--- config.mk ---
export PLATFORM = sky130hd
export DESIGN_NAME = neopixel_receiver
export DESIGN_NICKNAME = d
export VERILOG_FILES = /design/src/rtl/neopixel_pkg.sv /design/src/rtl/neopixel_line_sync.sv /design/src/rtl/neopixel_receiver.sv
export SDC_FILE = /design/constraint.sdc
export NUM_CORES = 1
export LEC_CHECK = 0
export ABC_CLOCK_PERIOD_IN_PS = 2200
export BUFFER_PORTS_ARGS = -buffer_cell sky130_fd_sc_hd__buf_2
export CELL_PAD_IN_SITES_DETAIL_PLACEMENT = 0
export CELL_PAD_IN_SITES_GLOBAL_PLACEMENT = 2
export CORE_MARGIN = 2
export CORE_UTILIZATION = 29
export DETAILED_ROUTE_END_ITERATION = 7
export PLACE_DENSITY_LB_ADDON = 0.08
export SYNTH_ARGS = -nofsm -noshare
export SYNTH_HDL_FRONTEND = slang
export SYNTH_SLANG_ARGS = --single-unit
--- constraint.sdc ---
create_clock -name clk -period 2.2 [get_ports clk]
set_clock_uncertainty 0.05 [all_clocks]
set_input_delay 0.44 -clock clk [delete_from_list [all_inputs] [get_ports clk]]
set_output_delay 0.44 -clock clk [all_outputs]
set_load 0.01 [all_outputs]
--- src/rtl/neopixel_pkg.sv ---
// Shared constants for the WS2812-style LED line: default timings, pixel layout
// and the receiver state encoding.
package neopixel_pkg;

    localparam int unsigned T0H          = 30;
    localparam int unsigned T1H          = 60;
    localparam int unsigned T0L          = 90;
    localparam int unsigned T1L          = 60;
    localparam int unsigned TRST         = 8000;
    localparam int unsigned RST_DETECT   = 4000;
    localparam int unsigned T_BIT_THRESH = 45;
    localparam int unsigned T_MIN_HIGH   = 8;
    localparam int unsigned T_MAX_HIGH   = 120;

    localparam int unsigned PIXEL_WIDTH  = 24;
    localparam int unsigned PIXEL_OFFSET = 4;

    typedef enum logic [2:0] {
        ST_SYNC  = 3'd0,
        ST_IDLE  = 3'd1,
        ST_HIGH  = 3'd2,
        ST_LOW   = 3'd3,
        ST_ERROR = 3'd4
    } rx_state_e;

endpackage

--- src/rtl/neopixel_line_sync.sv ---
// Brings the asynchronous LED line into the clk domain and flags its edges.
module neopixel_line_sync (
    input  logic clk,
    input  logic reset,
    input  logic line_async,
    output logic line,
    output logic rise_c,
    output logic fall_c
);

    logic meta;
    logic sync;
    logic prev;

    // Two-flop synchronizer plus one delay stage for edge detection.
    always_ff @(posedge clk) begin
        if (reset) begin
            meta <= 1'b0;
            sync <= 1'b0;
            prev <= 1'b0;
        end else begin
            meta <= line_async;
            sync <= meta;
            prev <= sync;
        end
    end

    assign line   = sync;
    assign rise_c = sync & ~prev;
    assign fall_c = ~sync & prev;

endmodule

--- src/rtl/neopixel_receiver.sv ---
// Decodes the serial LED line into 24-bit pixels and writes them, followed by the
// frame pixel count at address 0, into a 32-bit memory port.
module neopixel_receiver
    import neopixel_pkg::*;
#(
    parameter int unsigned T_BIT_THRESH = neopixel_pkg::T_BIT_THRESH,
    parameter int unsigned T_MIN_HIGH   = neopixel_pkg::T_MIN_HIGH,
    parameter int unsigned T_MAX_HIGH   = neopixel_pkg::T_MAX_HIGH,
    parameter int unsigned RST_DETECT   = neopixel_pkg::RST_DETECT,
    parameter int unsigned MAX_PIXELS   = 1023,
    parameter int unsigned ADDR_WIDTH   = 32,
    parameter int unsigned PIXEL_WIDTH  = neopixel_pkg::PIXEL_WIDTH,
    parameter int unsigned PIXEL_OFFSET = neopixel_pkg::PIXEL_OFFSET
) (
    input  logic                  clk,
    input  logic                  reset,
    input  logic                  led_data_in,
    output logic [ADDR_WIDTH-1:0] addr,
    output logic                  en,
    output logic [3:0]            web,
    output logic [ADDR_WIDTH-1:0] din,
    output logic                  frame_done,
    output logic [ADDR_WIDTH-1:0] frame_pixels,
    output logic                  error,
    output logic                  busy
);

    localparam int unsigned CNT_MAX = (RST_DETECT > T_MAX_HIGH + 1) ? RST_DETECT : T_MAX_HIGH + 1;
    localparam int unsigned CNT_W   = $clog2(CNT_MAX + 1);
    localparam int unsigned BIT_W   = $clog2(PIXEL_WIDTH);
    localparam int unsigned PIX_W   = $clog2(MAX_PIXELS + 1);

    logic line;
    logic rise_c;
    logic fall_c;

    rx_state_e state;
    rx_state_e state_nx;

    logic [CNT_W-1:0]       cnt;
    logic [BIT_W-1:0]       bit_cnt;
    logic [PIX_W-1:0]       pix_cnt;
    logic [PIXEL_WIDTH-2:0] shreg;
    logic [PIXEL_WIDTH-1:0] shreg_nx_c;
    logic                   ovf_seen;

    logic start_c;
    logic shift_c;
    logic bit_c;
    logic frame_end_c;
    logic err_c;
    logic pix_done_c;

    neopixel_line_sync u_line_sync (
        .clk       (clk),
        .reset     (reset),
        .line_async(led_data_in),
        .line      (line),
        .rise_c    (rise_c),
        .fall_c    (fall_c)
    );

    // cnt is the number of cycles the current level has been seen; the edge cycle counts as 1.
    always_ff @(posedge clk) begin
        if (reset) begin
            cnt <= '0;
        end else if (rise_c || fall_c) begin
            cnt <= CNT_W'(1);
        end else if (cnt != CNT_W'(CNT_MAX)) begin
            cnt <= cnt + CNT_W'(1);
        end
    end

    always_ff @(posedge clk) begin
        if (reset) begin
            state <= ST_SYNC;
        end else begin
            state <= state_nx;
        end
    end

    always_comb begin
        state_nx    = state;
        start_c     = 1'b0;
        shift_c     = 1'b0;
        bit_c       = 1'b0;
        frame_end_c = 1'b0;
        err_c       = 1'b0;
        case (state)
            ST_SYNC: begin
                if (!line && cnt >= CNT_W'(RST_DETECT)) begin
                    state_nx = ST_IDLE;
                end
            end
            ST_IDLE: begin
                if (rise_c) begin
                    start_c  = 1'b1;
                    state_nx = ST_HIGH;
                end
            end
            ST_HIGH: begin
                if (cnt > CNT_W'(T_MAX_HIGH)) begin
                    state_nx = ST_ERROR;
                end else if (fall_c) begin
                    if (cnt < CNT_W'(T_MIN_HIGH)) begin
                        state_nx = ST_ERROR;
                    end else begin
                        shift_c  = 1'b1;
                        bit_c    = (cnt >= CNT_W'(T_BIT_THRESH));
                        state_nx = ST_LOW;
                    end
                end
            end
            ST_LOW: begin
                if (rise_c) begin
                    state_nx = ST_HIGH;
                end else if (cnt >= CNT_W'(RST_DETECT)) begin
                    frame_end_c = 1'b1;
                    state_nx    = ST_IDLE;
                end
            end
            ST_ERROR: begin
                err_c    = 1'b1;
                state_nx = ST_SYNC;
            end
            default: state_nx = ST_SYNC;
        endcase
    end

    // shreg keeps the bits received so far; the pixel's last bit comes straight from bit_c.
    assign shreg_nx_c = {shreg, bit_c};
    assign pix_done_c = shift_c && (bit_cnt == BIT_W'(PIXEL_WIDTH - 1));

    // Write strobes, frame bookkeeping and status pulses.
    always_ff @(posedge clk) begin
        if (reset) begin
            addr         <= '0;
            en           <= 1'b0;
            web          <= 4'h0;
            din          <= '0;
            frame_done   <= 1'b0;
            frame_pixels <= '0;
            error        <= 1'b0;
            busy         <= 1'b0;
            bit_cnt      <= '0;
            pix_cnt      <= '0;
            shreg        <= '0;
            ovf_seen     <= 1'b0;
        end else begin
            en         <= 1'b0;
            web        <= 4'h0;
            frame_done <= 1'b0;
            error      <= 1'b0;

            if (start_c) begin
                bit_cnt  <= '0;
                busy     <= 1'b1;
                ovf_seen <= 1'b0;
            end

            if (shift_c) begin
                shreg   <= shreg_nx_c[PIXEL_WIDTH-2:0];
                bit_cnt <= pix_done_c ? '0 : bit_cnt + BIT_W'(1);
            end

            if (pix_done_c) begin
                if (pix_cnt != PIX_W'(MAX_PIXELS)) begin
                    en      <= 1'b1;
                    web     <= 4'hF;
                    addr    <= ADDR_WIDTH'(PIXEL_OFFSET) * (ADDR_WIDTH'(pix_cnt) + ADDR_WIDTH'(1));
                    din     <= ADDR_WIDTH'(shreg_nx_c);
                    pix_cnt <= pix_cnt + PIX_W'(1);
                end else if (!ovf_seen) begin
                    ovf_seen <= 1'b1;
                    error    <= 1'b1;
                end
            end

            if (frame_end_c) begin
                if (bit_cnt != '0) begin
                    error <= 1'b1;
                end
                if (pix_cnt != '0) begin
                    en           <= 1'b1;
                    web          <= 4'hF;
                    addr         <= '0;
                    din          <= ADDR_WIDTH'(pix_cnt);
                    frame_done   <= 1'b1;
                    frame_pixels <= ADDR_WIDTH'(pix_cnt);
                end
                pix_cnt <= '0;
                busy    <= 1'b0;
            end

            if (err_c) begin
                error   <= 1'b1;
                pix_cnt <= '0;
                busy    <= 1'b0;
            end
        end
    end

endmodule

==> impl_metrics.toml <==
[timing]
fin_crit_sh_pct = 97.0
setup_tns_ns = 0
hold_viol_final = 0
max_freq_mhz = 468
finalCriticalPeriod_ns = 2.14
finalSetupViolCount = 0
holdWs_ns = 0.200
drv_slew = 0
rsz0062_at_grt = "no"

[yosys]
synth_compound_area_share_pct = 11.4
synth-seq-cells = 135
synth_top_flop_cell = "dfxtp_1"
syn_inst = 624
yosys-mux-area-fraction_pct = 1.84
synth_top_family_by_area = "simple AND/OR/NAND/NOR gates"
postSynth.asyncResetShare_pct = 0
netlist_area_sq_um = 5430
yosys_warnings = 0
synth-xor-area-share_pct = 3.23
yosysUniqueCellTypes = 56
synth_adder_area_share_pct = 2.30
synth_edf_count = 0
syn_avg_cell_area_sq_um = 8.70
yosys.area_share.simple_pct = 23.0
ys_seq_area_share_pct = 49.8

[route]
drt-total-wl_um = 14100
antenna_left = 0
drt_iter0_markers = 166
via_per_inst = 4.48
vias = 4368
drc = 0
wl_per_cell_um = 14.5
dr.pass1.iters = 4

[worst_setup_path]
cp-end-kind = "flop"
critPathKind = "reg2reg"
worst_r2r_startpoint = "bit_cnt[1]"
cp-start-kind = "flop"
startpoint = "bit_cnt[1]"
required_ns = 2.45
worst-path-buf-inv = 1
worst_ep_arrival_time_ns = 2.39
cpPeakStageDelay_ns = 0.53
critPathTopFamily = "simple AND/OR/NAND/NOR gates"
path_cells = "ha_4 > and4b_2 > nand2_1 > or4_4 > and2b_4 > clkbuf_16 > and2_1"
slowest_stage = "or4_4"
crit_fanout = 8

[power]
irDropWorstVdd_mv = 0.472
p_leak_nw = 2.79
pwr_density_cell_nw_per_um2 = 786
finalPower_mw = 5.46

[clocking]
cts_tree = "done"
cts_buffers = 17
cts_sinks = 135
clockBufferDepth = 2
cts_root_buf = "clkbuf_16"
clk_pin_slew_worst_paths_ns = 0.06
clkLatencyLatePin_ns = 0.41
cts_max_level = 4

[die]
die-area_sq_um = 19800
initial_core_util_pct = 29.3
fp.dieW_um = 141
ioPinCount = 107
fp.coreArea_sq_um = 18500
die_y_um = 141
row_count = 50

[placement]
gp_congestion = 0.783
portBuffers = 84
postPlaceCellArea_sq_um = 6180
place_hpwl_um = 9560
dp.cells = 936

[global_routing]
antenna_found_initial = 0
grt_pass1_wl_um = 22200
grt_usage_pct = 14.3
grt_pass1_vias = 4211
grt.overflow.total = 0
grt_max_degree = 42

[cells_and_area]
design_area_sq_um = 6940
n_antenna_cell = 0
drive_above_1_share_pct = 25.2
fin_nets = 742
final_cells = 976
area_delta_synth_final_pct = 27.9

[outcome]
status = "completed"

[job]
max_cap_violations = 0

[min_path]
hold_class = "in2reg"
hp-start = "led_data_in"
kinds of logic after synthesis:
logic type	count (synthesis)
AO/OA/AOI/OAI	110
XOR/XNOR	20
adder cells (fa/ha/maj)	10
buffers and inverters	88
flip-flops	135
multiplexers	10
other	1
AND/OR/NAND/NOR	250
timing repair:
item / 4_1_cts / 5_1_grt
endpoints found under the setup margin: 0 / 62
resized for setup: 0 / 20
buffers inserted: 0 / 7
hold buffers: 0 / 0
hold endpoints to repair: 0 / 0
per-stage QoR:
stage / setup slack (ns) / util [%]
2_1_floorplan: 0.0826 / -
3_5_place_dp: 0.0649 / 33.4
3_3_place_gp: 0.125 / 33.4
4_1_cts: 0.0527 / 36.6
5_1_grt: 0.00112 / 37.5
6_report: 0.0650 / 37.5
area by class of cell:
class                           instances  area, sq um
Tap cell                              234          293
Inverter                               24         90.1
Multi-Input combinational cell        422         2430
Clock buffer                           22          484
Clock inverter                         10          119
Timing Repair Buffer                  129          825
Sequential cell                       135         2710
Fill cell                            1919        11600
metal layers:
metal	global-route usage [%]	wire length, um	vias to the layer above
li1	-	-	2244
met1	17.9	6710	2020
met2	23.1	6520	90
met3	4.25	650	14
met4	5.47	267	0
met5	0	0	-
final timing paths:
| path | end | depth (start not counted) | slack, ns |
|---|---|---|---|
| setup reg to reg | addr[24] | 7 | 0.06 |
| hold / removal | u_line_sync.meta | 2 | 0.20 |
| hold reg to reg | din[23] | 2 | 0.40 |
| setup / recovery | addr[24] | 7 | 0.06 |
state kept, by name, indices dropped and copies added, names as in the netlist:
signal	count
error	1
state	3
shreg	23
ovf_seen	1
u_line_sync.meta	1
cnt	12
frame_done	1
frame_pixels	10
bit_cnt	5
u_line_sync.line	1
pix_cnt	10
busy	1
web	1
din	32
addr	32
u_line_sync.prev	1
power breakdown:
part	switching [mW]	internal [mW]	total (mW)
clock	1.07	1.79	2.87
sequential	0.00430	2.45	2.46
combinational	0.0910	0.0442	0.135
total	1.17	4.29	5.46
placed cells by master (no fill, tap or decap), types with 3 or more instances in the layout:
| master | synthesis | layout |
|---|---|---|
| clkbuf_16 | 0 | 18 |
| inv_1 | 24 | 23 |
| nor3_1 | 11 | 11 |
| dfxtp_1 | 135 | 133 |
| buf_2 | 12 | 84 |
| buf_4 | 26 | 38 |
| nand2_1 | 108 | 108 |
| nand2b_1 | 5 | 5 |
| clkbuf_8 | 0 | 4 |
| a21oi_1 | 58 | 56 |
| and2_1 | 31 | 31 |
| ha_1 | 10 | 8 |
| buf_6 | 1 | 3 |
| o21ai_0 | 26 | 26 |
| mux2i_1 | 10 | 10 |
| xnor2_1 | 14 | 14 |
| nand3b_1 | 4 | 4 |
| a211oi_1 | 7 | 7 |
| nor2_1 | 35 | 35 |
| or3_1 | 3 | 3 |
| o31ai_1 | 3 | 3 |
| conb_1 | 1 | 22 |
| buf_12 | 0 | 3 |
| and3_1 | 5 | 5 |
| nand3_1 | 14 | 14 |
| clkinv_2 | 0 | 3 |
| xor2_1 | 6 | 6 |
| o211ai_1 | 3 | 3 |
| clkinv_4 | 0 | 4 |
| nor4_1 | 6 | 6 |
cells in the mapped netlist, types with 4 or more instances:
master      n  area (sq um)
and2_1     31           194
nand3b_1    4          30.0
xnor2_1    14           123
buf_4      26           195
a21oi_1    58           290
o21ai_0    26           130
dfxtp_1   135          2700
nor2_1     35           131
nor3_1     11          55.1
ha_1       10           125
inv_1      24          90.1
buf_2      12          60.1
mux2i_1    10           100
clkbuf_2    4          20.0
clkbuf_1   20          75.1
nand2b_1    5          31.3
nor4_1      6          37.5
and3_1      5          31.3
xor2_1      6          52.6
a211oi_1    7          52.6
nand2_1   108           405
nand3_1    14          70.1
Note: power is estimated with default switching activity, not from simulation.
